$ cat src/rtl/multdiv_pkg.sv
// Shared constants, state encoding and helpers for the multiply/divide unit.
// Optional divider datapath is selected with the MULTDIV_DIV_EN macro.
package multdiv_pkg;

   localparam int unsigned ITER_COUNT = 32;
   localparam int unsigned CNT_W      = 6;

   localparam logic [31:0] INT_MIN = 32'h8000_0000;

   localparam logic [1:0] StIdle = 2'd0;
   localparam logic [1:0] StMult = 2'd1;
   localparam logic [1:0] StDiv  = 2'd2;
   localparam logic [1:0] StDone = 2'd3;

   // Magnitude of a two's-complement value; INT_MIN maps to 2^31 as unsigned.
   function automatic logic [31:0] mag32(input logic [31:0] v);
      return v[31] ? -v : v;
   endfunction

endpackage

$ cat src/rtl/multdiv_counter.sv
// Iteration counter: synchronous clear and enable, flags the last iteration.
module multdiv_counter
   import multdiv_pkg::*;
(
   input  logic clk_i,
   input  logic reset_i,
   input  logic clr_i,
   input  logic en_i,
   output logic done_o
);

   localparam logic [CNT_W-1:0] LastIter = CNT_W'(ITER_COUNT - 1);

   logic [CNT_W-1:0] cnt_q, cnt_d;

   // Clear has priority over counting.
   always_comb begin
      cnt_d = cnt_q;
      if (clr_i) begin
         cnt_d = '0;
      end else if (en_i) begin
         cnt_d = cnt_q + CNT_W'(1);
      end
   end

   // Counter register with synchronous reset.
   always_ff @(posedge clk_i) begin
      if (reset_i) begin
         cnt_q <= '0;
      end else begin
         cnt_q <= cnt_d;
      end
   end

   assign done_o = en_i && (cnt_q == LastIter);

endmodule

$ cat src/rtl/multdiv_unit.sv
// Multi-cycle signed 32-bit multiply (radix-2 Booth) / divide (restoring) unit.
// Fixed 33-cycle latency. Define MULTDIV_DIV_EN to build the divider; without
// it a divide request completes one cycle later with the exception flag set.
module multdiv_unit
   import multdiv_pkg::*;
#(
   parameter int unsigned WIDTH = 32
) (
   input  logic             clock,
   input  logic             ctrl_reset,
   input  logic             ctrl_MULT,
   input  logic             ctrl_DIV,
   input  logic [WIDTH-1:0] data_operandA,
   input  logic [WIDTH-1:0] data_operandB,
   output logic [WIDTH-1:0] data_result,
   output logic             data_exception,
   output logic             data_resultRDY,
   output logic             busy
);

   logic [1:0]       state_q, state_d;
   logic [WIDTH-1:0] result_q, result_d;
   logic             exc_q, exc_d;
   logic             start;
   logic             iter_en;
   logic             iter_done;

   // Booth product register {hi, lo, qm1}, multiplicand held separately.
   logic [WIDTH-1:0] mcand_q, mcand_d;
   logic [WIDTH-1:0] hi_q, hi_d;
   logic [WIDTH-1:0] lo_q, lo_d;
   logic             qm1_q, qm1_d;
   logic [WIDTH:0]   booth_sum;
   logic [WIDTH-1:0] booth_hi, booth_lo;
   logic             booth_qm1;
   logic             mult_ovf;

`ifdef MULTDIV_DIV_EN
   logic [WIDTH-1:0] dvs_q, dvs_d;
   logic [WIDTH-1:0] rem_q, rem_d;
   logic [WIDTH-1:0] quo_q, quo_d;
   logic             neg_q, neg_d;
   logic             dexc_q, dexc_d;
   logic             div_ge;
   logic [WIDTH-1:0] div_shift, div_rem, div_quo, div_signed;
`endif

   assign start   = ctrl_MULT | ctrl_DIV;
   assign iter_en = (state_q == StMult) || (state_q == StDiv);

   multdiv_counter u_counter (
      .clk_i   (clock),
      .reset_i (ctrl_reset),
      .clr_i   (start),
      .en_i    (iter_en),
      .done_o  (iter_done)
   );

   // One Booth step: conditional add/sub of the multiplicand, then arithmetic shift.
   // The sum is one bit wider so subtracting INT_MIN cannot wrap.
   always_comb begin
      booth_sum = {hi_q[WIDTH-1], hi_q};
      case ({lo_q[0], qm1_q})
         2'b01:   booth_sum = {hi_q[WIDTH-1], hi_q} + {mcand_q[WIDTH-1], mcand_q};
         2'b10:   booth_sum = {hi_q[WIDTH-1], hi_q} - {mcand_q[WIDTH-1], mcand_q};
         default: booth_sum = {hi_q[WIDTH-1], hi_q};
      endcase
      booth_hi  = booth_sum[WIDTH:1];
      booth_lo  = {booth_sum[0], lo_q[WIDTH-1:1]};
      booth_qm1 = lo_q[0];
      // Upper 33 bits of the 64-bit product must all match for a 32-bit fit.
      mult_ovf  = (booth_hi != {WIDTH{booth_lo[WIDTH-1]}});
   end

`ifdef MULTDIV_DIV_EN
   // One restoring-division step on magnitudes. The remainder stays below the
   // divisor, so the shifted partial remainder and difference fit in WIDTH bits.
   always_comb begin
      div_shift  = {rem_q[WIDTH-2:0], quo_q[WIDTH-1]};
      div_ge     = ({rem_q, quo_q[WIDTH-1]} >= {1'b0, dvs_q});
      div_rem    = div_ge ? (div_shift - dvs_q) : div_shift;
      div_quo    = {quo_q[WIDTH-2:0], div_ge};
      div_signed = neg_q ? -div_quo : div_quo;
   end
`endif

   // Sequencing: a start pulse always wins and restarts; MULT beats DIV.
   always_comb begin
      state_d  = state_q;
      result_d = result_q;
      exc_d    = exc_q;
      mcand_d  = mcand_q;
      hi_d     = hi_q;
      lo_d     = lo_q;
      qm1_d    = qm1_q;
`ifdef MULTDIV_DIV_EN
      dvs_d    = dvs_q;
      rem_d    = rem_q;
      quo_d    = quo_q;
      neg_d    = neg_q;
      dexc_d   = dexc_q;
`endif
      if (ctrl_MULT) begin
         state_d = StMult;
         mcand_d = data_operandA;
         hi_d    = '0;
         lo_d    = data_operandB;
         qm1_d   = 1'b0;
      end else if (ctrl_DIV) begin
`ifdef MULTDIV_DIV_EN
         state_d = StDiv;
         dvs_d   = mag32(data_operandB);
         rem_d   = '0;
         quo_d   = mag32(data_operandA);
         neg_d   = data_operandA[WIDTH-1] ^ data_operandB[WIDTH-1];
         dexc_d  = (data_operandB == '0) ||
                   ((data_operandA == INT_MIN) && (data_operandB == '1));
`else
         state_d  = StDone;
         result_d = '0;
         exc_d    = 1'b1;
`endif
      end else begin
         case (state_q)
            StMult: begin
               hi_d  = booth_hi;
               lo_d  = booth_lo;
               qm1_d = booth_qm1;
               if (iter_done) begin
                  state_d  = StDone;
                  result_d = booth_lo;
                  exc_d    = mult_ovf;
               end
            end
`ifdef MULTDIV_DIV_EN
            StDiv: begin
               rem_d = div_rem;
               quo_d = div_quo;
               if (iter_done) begin
                  state_d  = StDone;
                  result_d = dexc_q ? '0 : div_signed;
                  exc_d    = dexc_q;
               end
            end
`endif
            StDone:  state_d = StIdle;
            default: state_d = StIdle;
         endcase
      end
   end

   // State and datapath registers with synchronous reset.
   always_ff @(posedge clock) begin
      if (ctrl_reset) begin
         state_q  <= StIdle;
         result_q <= '0;
         exc_q    <= 1'b0;
         mcand_q  <= '0;
         hi_q     <= '0;
         lo_q     <= '0;
         qm1_q    <= 1'b0;
`ifdef MULTDIV_DIV_EN
         dvs_q    <= '0;
         rem_q    <= '0;
         quo_q    <= '0;
         neg_q    <= 1'b0;
         dexc_q   <= 1'b0;
`endif
      end else begin
         state_q  <= state_d;
         result_q <= result_d;
         exc_q    <= exc_d;
         mcand_q  <= mcand_d;
         hi_q     <= hi_d;
         lo_q     <= lo_d;
         qm1_q    <= qm1_d;
`ifdef MULTDIV_DIV_EN
         dvs_q    <= dvs_d;
         rem_q    <= rem_d;
         quo_q    <= quo_d;
         neg_q    <= neg_d;
         dexc_q   <= dexc_d;
`endif
      end
   end

   assign data_result    = result_q;
   assign data_exception = exc_q;
   assign data_resultRDY = (state_q == StDone);
   assign busy           = (state_q != StIdle);

endmodule

$ cat config.mk
export PLATFORM = sky130hd
export DESIGN_NAME = multdiv_unit
export DESIGN_NICKNAME = d
export VERILOG_FILES = /design/src/rtl/multdiv_pkg.sv /design/src/rtl/multdiv_counter.sv /design/src/rtl/multdiv_unit.sv
export SDC_FILE = /design/constraint.sdc
export NUM_CORES = 1
export LEC_CHECK = 0
export ABC_AREA = 1
export CORE_UTILIZATION = 29
export DETAILED_ROUTE_END_ITERATION = 8
export PLACE_DENSITY_LB_ADDON = 0.08
export SYNTH_ARGS = -nofsm -noshare
export SYNTH_HDL_FRONTEND = slang
export SYNTH_SLANG_ARGS = --single-unit
$ cat constraint.sdc
create_clock -name clock -period 4.1 [get_ports clock]
set_clock_uncertainty 0.05 [all_clocks]
set_input_delay 0.82 -clock clock [delete_from_list [all_inputs] [get_ports clock]]
set_output_delay 0.82 -clock clock [all_outputs]
set_load 0.005 [all_outputs]
Yosys cells after proc, flatten, opt, wreduce, memory -nomap -nowiden
Index checks and enable logic that the tools add are counted.
W data, S select, Z words.
Word-level totals
  input port bits: 68
  ROM bits: 0
  output and inout bits: 35
  bits in latches: 0
  memories: 0
  RAM bits: 0
  bits in registers: 138
  word-level logic and storage cells: 50
Operators by class
  add/subtract/negate cells: 3
  equal/unequal tests: 10
  order comparisons: 0
  multiply operators: 0
  bitwise logic cells: 3
  reductions and logical operators: 11
  shifts and indexed selects: 0
  multiplexer cells: 14
  divide/modulo/power cells: 0
Operator list (count)
  $mux W32: 6
  $pmux W33 S2: 1
  $add A32 B32 Y33: 1
  $sub A32 B32 Y33: 1
  $ne A32 B32 Y1: 1
  $reduce_bool A2 Y1: 4
  $add A6 B1 Y6 const B: 1
  $eq A2 B2 Y1 const B: 3
  $eq A6 B5 Y1 const B: 1
  $mux W2: 3
  $eq A2 B1 Y1 const B: 2
  $mux W1: 4
  $ne A4 B4 Y1 const B: 1
  $reduce_and A2 Y1: 2
  $reduce_or A2 Y1: 2
  $ne A3 B3 Y1 const B: 1
  $reduce_and A3 Y1: 1
  $ne A2 B2 Y1 const B: 1
  $not A1 Y1: 2
  $logic_and A1 B1 Y1: 1
  $logic_or A1 B1 Y1: 1
  $or A1 B1 Y1: 1

Longest topological paths before layout
Gate-level depths: netlist of the first run.
  word-level depth: 7
  mapped depth: 31
  gate-level depth less buffers: 31

By module
Synthesis of the first run repeated with hierarchy kept, for this count alone.
Unflattened totals
  cell total of the unflattened synthesis: 1597
  area total of the unflattened synthesis: 9666.8 µm²
By module, submodules not included
  multdiv_unit: cells each 1561, area each 9384.0 µm², times used 1
  multdiv_counter: cells each 36, area each 282.8 µm², times used 1

Least setup slack after synthesis of the first run
OpenSTA, ideal clock, no wires.
  path type: register to register
  start: register mcand_q[0]
  end: register exc_q, in the netlist data_exception
  required time: 3.933 ns
  arrival: 3.082 ns
  buffers on the path: 0
  setup slack: 0.851 ns
  clock period less this slack: 3.249 ns
  stages on the path, launching flop included: 29
  cell sequence: dfxtp_1 -> inv_1 -> ha_1 -> nand2_1 -> nor2_1 -> inv_1 -> nor3_1 -> a31oi_1 -> nor2_1 -> nand2_1 -> xor2_1 -> inv_1 -> ha_1 -> nand2_1 -> nor2_2 -> inv_1 -> nor2_2 -> and2_1 -> nand2_1 -> nand2_1 -> nand2_1 -> nand3_1 -> nand2_1 -> nor2_1 -> nand3_1 -> nor2_1 -> nor2_1 -> nor2_1 -> nor2_1
Between the ends
  longest elaborated chain between the ends: 6
  elaborated cells on any way between the ends: 7
RTL lines
  from (decl): line multdiv_unit.sv:29  | logic [WIDTH-1:0] mcand_q, mcand_d;
  from (signal assigned): line multdiv_unit.sv:173  | mcand_q <= mcand_d;
  $sub A32 B32 Y33 or $add A32 B32 Y33 (tied branches): line multdiv_unit.sv:65, multdiv_unit.sv:64
  $pmux W33 S2 (*): line multdiv_unit.sv:63  | case ({lo_q[0], qm1_q})
  $ne A32 B32 Y1 (*): line multdiv_unit.sv:72  | mult_ovf = (booth_hi != {WIDTH{booth_lo[WIDTH-1]}});
  $mux W1 (*): line multdiv_unit.sv:129  | if (iter_done) begin
  $mux W1 (*): line multdiv_unit.sv:124  | case (state_q)
  $mux W1 (*): line multdiv_unit.sv:109  | end else if (ctrl_DIV) begin
  to (signal assigned): line multdiv_unit.sv:157  | exc_q <= 1'b0;
  to (signal assigned): line multdiv_unit.sv:172  | exc_q <= exc_d;
  to (decl): line multdiv_unit.sv:23  | logic exc_q, exc_d;
Mark *: on every way between the ends. The rest lies on a longest branch, timed or not. The select of a mux whose other input is x is not followed.
A chain may end at the register's enable or synchronous reset.

Worst setup path in the final report of the first run
Same ends and word-level chain as after synthesis.

==> flow_metrics.tcl, run 1 <==
set metrics [dict create \
    cpMaxStageDelayCell "dfxtp_2" \
    cpPeakStageDelay_ps 330 \
    ys_seq_area_frac 0.294 \
    clock_latency_ps 430 \
    synth_cells 1570 \
    numCtsBuffers 17 \
    synth.distinct_cells 43 \
    async_reset_ff_frac 0 \
    cts_tree "built" \
    maxCapViolCount 0 \
    intPower_mw 2.70 \
    cts_sinks 138 \
    via_per_inst 4.62 \
    required_ps 4360 \
    status "finished clean" \
    drt_pass1_iterations 8 \
    cp.arrival_ps 4070 \
    grt_max_degree 65 \
    num_antenna_cells 0 \
    h-tree-depth 4 \
    min_period_ps 3810 \
    crit_family "simple AND/OR/NAND/NOR gates" \
    finalPower_mw 3.92 \
    final_common_cell "nand2_1" \
    pwr-share-comb 0.238 \
    p_clk_frac 0.393 \
    finalHoldViolCount 0 \
    p_switching_mw 1.22 \
    fp-row-count 65 \
    cellLeakagePower_nw 5.50 \
    wirelength_mm 31.5 \
    finalSetupTns_ps 0 \
    die_area_mm2 0.0331 \
    synthesis.area_mm2 0.00939 \
    power_density_mw_per_mm2 329 \
    drc 0 \
    synth_ff_type "dfxtp_1" \
    ys_ff_latch 138 \
    chipWidth_um 182 \
    port_buffers 102 \
    switching_share 0.311 \
    slew_viol_final 0 \
    cp-start-kind "register" \
    reg2reg_slack_ps 290 \
    nNetsFinal 1777 \
    wl_per_cell_um 15.1 \
    dp_hpwl_mm 24.0 \
    layout_common_cells "nand2_1, inv_1, nor2_1" \
    drt_iter0_drc 391 \
    die_height_um 182 \
    antenna_left 0 \
    worst-slew-pin-transition_ps 888 \
    start_util 0.296 \
    crit_type "register to register" \
    cts_max_path_buffers 2 \
    core_area_mm2 0.0317 \
    cts_root_buf "clkbuf_16" \
    synth-edff-count 0 \
    vdd_drop_max_mv 0.258 \
    routed-via-count 9619 \
    mappedNetlistNets 1677 \
    syn_avg_cell_area_um2 5.98 \
    hold_class "register to register" \
    crit_top_cell "nor2_1" \
    grt_usage 0.195 \
    crit_path_end_kind "register" \
    antenna_found_initial 2 \
    cp_max_fo 5 \
    setup-violations-final 0 \
    clkSlewWorstSetupHoldPaths_ps 60 \
    pwr-share-seq 0.369 \
    fmax_mhz 262 \
    crit_buf_inv 4 \
    area_growth_pct 26.9 \
    grt_pass1_wl_mm 50.5 \
    cts_hold_buf 0 \
    yosysWarnings 0 \
    io-pin-count 103 \
    grt_pass1_vias 9537 \
    maxSlewHeadroom 0.403 \
    grt_overflow_total 0 \
    drive_above_1_share 0.118 \
    globalplace.congestion 0.855 \
    fin_crit_sh 0.930 \
]
-- registers in the layout, indices dropped and copies added (netlist names) --
register / flops
data_exception: 1
hi_q: 32
lo_q: 32
state_q: 2
qm1_q: 1
u_counter.cnt_q: 6
mcand_q: 32
data_result: 32
-- cell families after synthesis --
group / count (synthesis) / synth area share
AO/OA/AOI/OAI: 239 / 0.136
XOR/XNOR: 31 / 0.0289
adder cells (fa/ha/maj): 39 / 0.0528
buffers and inverters: 291 / 0.118
flip-flops: 138 / 0.294
multiplexers: 2 / 0.00213
AND/OR/NAND/NOR: 830 / 0.367
-- layer usage --
metal / global-route usage / share of wire / vias up / wire length [um]
met5: 0 / 0.00032 / - / 10
met2: 0.321 / 0.45 / 150 / 14100
met1: 0.251 / 0.48 / 4313 / 15200
met3: 0.0465 / 0.050 / 30 / 1560
li1: - / - / 5124 / -
met4: 0.0598 / 0.019 / 2 / 603
-- power groups by stage --
stage / sequential [mW] / combinational [mW] / clock (mW)
floorplan: 1.46 / 0.588 / 0
global placement: 1.47 / 0.867 / 0
detailed placement: 1.47 / 0.868 / 0
CTS: 1.45 / 0.873 / 1.59
global route: 1.46 / 1.05 / 1.63
finish: 1.45 / 0.932 / 1.54
-- metrics by stage --
step	util	hold slack (ps)	std cells	area, um2	setup WS, ps
detailed placement	0.342	403	2042	10900	-99.3
floorplan	-	383	1570	9390	851
global placement	0.342	394	2042	10900	-38.1
finish	0.376	408	2084	11900	288
CTS	0.361	411	2073	11500	9.70
global route	0.376	430	2084	11900	-5.32
-- final cells by class --
class	count	area (um2)
Fill cell	3491	19800
Multi-Input combinational cell	1141	5900
Timing Repair Buffer	137	1280
Sequential cell	138	2760
Inverter	235	888
Tap cell	402	503
Clock buffer	24	492
Clock inverter	7	90.1
-- worst paths after layout --
check                           startpoint              to  depth (start not counted)
worst min register to register       qm1_q           qm1_q                          2
worst min-delay path                 qm1_q           qm1_q                          2
worst max-delay path            mcand_q[0]  data_exception                         29
worst max register to register  mcand_q[0]  data_exception                         29
-- Yosys cell counts (2+ instances only) --
library cell  count  area [um2]
a31oi_1          18         113
inv_1           229         860
buf_2             6        30.0
xnor2_1          16         140
and2_1            2        12.5
nor3_2            2        20.0
nor2_1          172         646
o21bai_1          2        15.0
o21ai_1           6        30.0
nor2_2            8        50.1
nor3_1            8        40.0
a21oi_1         111         556
o211ai_1          2        15.0
mux2i_1           2        20.0
nand2_2          17         106
nand3_1          86         430
a22oi_1          15         113
xor2_1           15         131
nand3b_1          3        22.5
or2_2            12        75.1
inv_2             5        18.8
nand3_2           4        40.0
nand2_1         494        1850
nand4_1          14        87.6
clkbuf_1         47         176
dfxtp_1         138        2760
ha_1             38         475
o21ai_0          80         400
nor3b_1           4        30.0
-- worst reg2reg max path: cells and delay by family (launching register included) --
kind	cells	cell delay [ps]
adder cells (fa/ha/maj)	1	320
AND/OR/NAND/NOR	23	2510
buffers and inverters	4	320
flip-flops	1	330
XOR/XNOR	1	140
-- what timing repair did --
item	CTS	global route
setup buffers	0	11
endpoints found under the setup margin	1	5
pin swaps	0	36
resized for setup	2	103
No activity file was read; power rests on OpenSTA's default activity.
==> run 2, diff against run 1 <==
--- a/config.mk
+++ b/config.mk
@@ -6,6 +6,8 @@
 export NUM_CORES = 1
 export LEC_CHECK = 0
 export ABC_AREA = 1
+export CELL_PAD_IN_SITES_DETAIL_PLACEMENT = 0
+export CELL_PAD_IN_SITES_GLOBAL_PLACEMENT = 1
 export CORE_UTILIZATION = 29
 export DETAILED_ROUTE_END_ITERATION = 8
 export PLACE_DENSITY_LB_ADDON = 0.08
==> run 2 against run 1 <==
Clock-buffer cell count down 2. Sequential share of layout area up 0.21 points. Hold slack worse by 1.1 ps. Sequential power about the same. Clock power down 8%. Critical path depth unchanged. Die area unchanged. Non-clock buffer count down 1. Combinational power about the same. Register-to-register slack about the same. Total power down 3.1%.
==> flow_metrics.tcl, run 2 (synthesis gave the netlist of run 1 again) <==
set metrics [dict create \
    routed-via-count 9693 \
    dp_hpwl_mm 24.8 \
    drt_pass1_iterations 7 \
    grt_pass1_vias 9458 \
    setup-violations-final 0 \
    port_buffers 102 \
    cp_max_fo 6 \
    p_clk_frac 0.373 \
    cp-start-kind "register" \
    nNetsFinal 1776 \
    cts_sinks 138 \
    routed-wl-met3_mm 1.69 \
    finalPower_mw 3.80 \
    rr_worst_depth 29 \
    maxSlewHeadroom 0.462 \
    cp.arrival_ps 4050 \
    holdPathEnd "qm1_q" \
    cts_root_buf "clkbuf_16" \
    io-pin-count 103 \
    drt_iter0_drc 464 \
    wirelength_mm 32.4 \
    clock_latency_ps 430 \
    fmax_mhz 263 \
    min_period_ps 3800 \
    status "finished clean" \
    cellLeakagePower_nw 5.46 \
    grt_overflow_total 0 \
    slew_viol_final 0 \
    crit_path_end_kind "register" \
    post-place-ws_ps 9.35 \
    grt_pass1_wl_mm 50.8 \
    crit_buf_inv 3 \
    grt_usage 0.197 \
    start_util 0.296 \
    fin_crit_sh 0.926 \
    drive_above_1_share 0.106 \
    via_per_inst 4.65 \
    fin_ws_ps 303 \
    layout_common_cells "nand2_1, inv_1, nor2_1" \
    cpPeakStageDelay_ps 320 \
    r2r_end "data_exception" \
    intPower_mw 2.57 \
    hold_path_startpoint "qm1_q" \
    finalHoldViolCount 0 \
    fill_cells 3538 \
    antenna_found_initial 0 \
    switching_share 0.324 \
    min_path_cells 2 \
    final_common_cell "nand2_1" \
    h-tree-depth 4 \
    clkSlewWorstSetupHoldPaths_ps 60 \
    numCtsBuffers 17 \
    die_area_mm2 0.0331 \
    wl_met1_mm 15.5 \
    power_density_mw_per_mm2 322 \
    pwr-share-comb 0.246 \
    core_area_mm2 0.0317 \
    finalSetupTns_ps 0 \
    required_ps 4350 \
    pwr-share-seq 0.381 \
    wl_per_cell_um 15.5 \
    antenna_left 0 \
    cts_max_path_buffers 2 \
    reg2reg_slack_ps 300 \
    vdd_drop_max_mv 0.271 \
    wl_met2_mm 14.6 \
    r2r_start "mcand_q[1]" \
    globalplace.congestion 0.830 \
    crit_type "register to register" \
    die_height_um 182 \
    drc 0 \
    top_layer_used "met4" \
    area_growth_pct 25.7 \
    p_switching_mw 1.23 \
    crit_family "simple AND/OR/NAND/NOR gates" \
    maxCapViolCount 0 \
    grt_max_degree 65 \
    hold_class "register to register" \
    fp-row-count 65 \
    worst-slew-pin-transition_ps 806 \
    cts_tree "built" \
    cpMaxStageDelayCell "dfxtp_1" \
    chipWidth_um 182 \
    crit_top_cell "nor2_1" \
]
[run 2: cell types whose count changed in the layout (fill, tap and decap cells not counted), moves of 3 or more]
| cell | previous run | this run |
|---|---|---|
| clkinv_2 | 3 | 6 |
| ha_2 | 7 | 4 |
| nand2_1 | 471 | 483 |
| nand2_2 | 36 | 26 |
[run 2: final cells by class]
cell class	count	area, um2	area share
diodes	1	2.50	0.000212
clock buffers	22	484	0.0410
clock inverters	8	46.3	0.00392
inverters	235	886	0.0751
multi-input cells	1141	5850	0.496
flip-flops and latches	138	2760	0.234
well taps	402	503	0.0426
repair buffers	136	1270	0.107
[run 2: through the flow]
stage	area, um2	cells	hold WS, ps	util
finish	11800	2083	407	0.372
CTS	11400	2070	410	0.359
floorplan	9390	1570	383	-
global route	11800	2082	431	0.372
global placement	10800	2040	391	0.342
detailed placement	10800	2040	401	0.342
[run 2: power groups by stage]
stage	Clock [mW]	Combinational, mW	Sequential, mW
2_1_floorplan	0	0.588	1.46
3_3_place_gp	0	0.875	1.48
3_5_place_dp	0	0.873	1.48
4_1_cts	1.46	0.877	1.45
5_1_grt	1.53	1.05	1.46
6_report	1.42	0.934	1.45
[run 2: what timing repair did]
action	in CTS	in global routing
pin swaps	0	19
setup endpoints to repair	1	7
gates resized for setup	1	80
setup buffers	0	12
hold buffers	0	0
[run 2: tightest hold or removal path: cells and delay by family (launching register included)]
family / cells / cell delay (ps)
buffers and inverters: 1 / 60
AOI/OAI and AO/OA: 1 / 50
DFF: 1 / 300
[run 2: worst max-delay path by stage]
stage / slack, ps / from / to / depth (start not counted)
finish: 300 / mcand_q[1] / data_exception / 29
global route: -40 / mcand_q[0] / data_exception / 26
CTS: 4 / mcand_q[2] / data_exception / 27
detailed placement: 9 / mcand_q[2] / data_exception / 27
global placement: 40 / mcand_q[2] / data_exception / 26
floorplan: 850 / mcand_q[0] / data_exception / 28
[run 2: per-layer routing]
metal,global-route usage,vias up
met5,0,-
met4,0.0531,0
met3,0.0477,30
met2,0.327,178
met1,0.255,4360
li1,-,5125
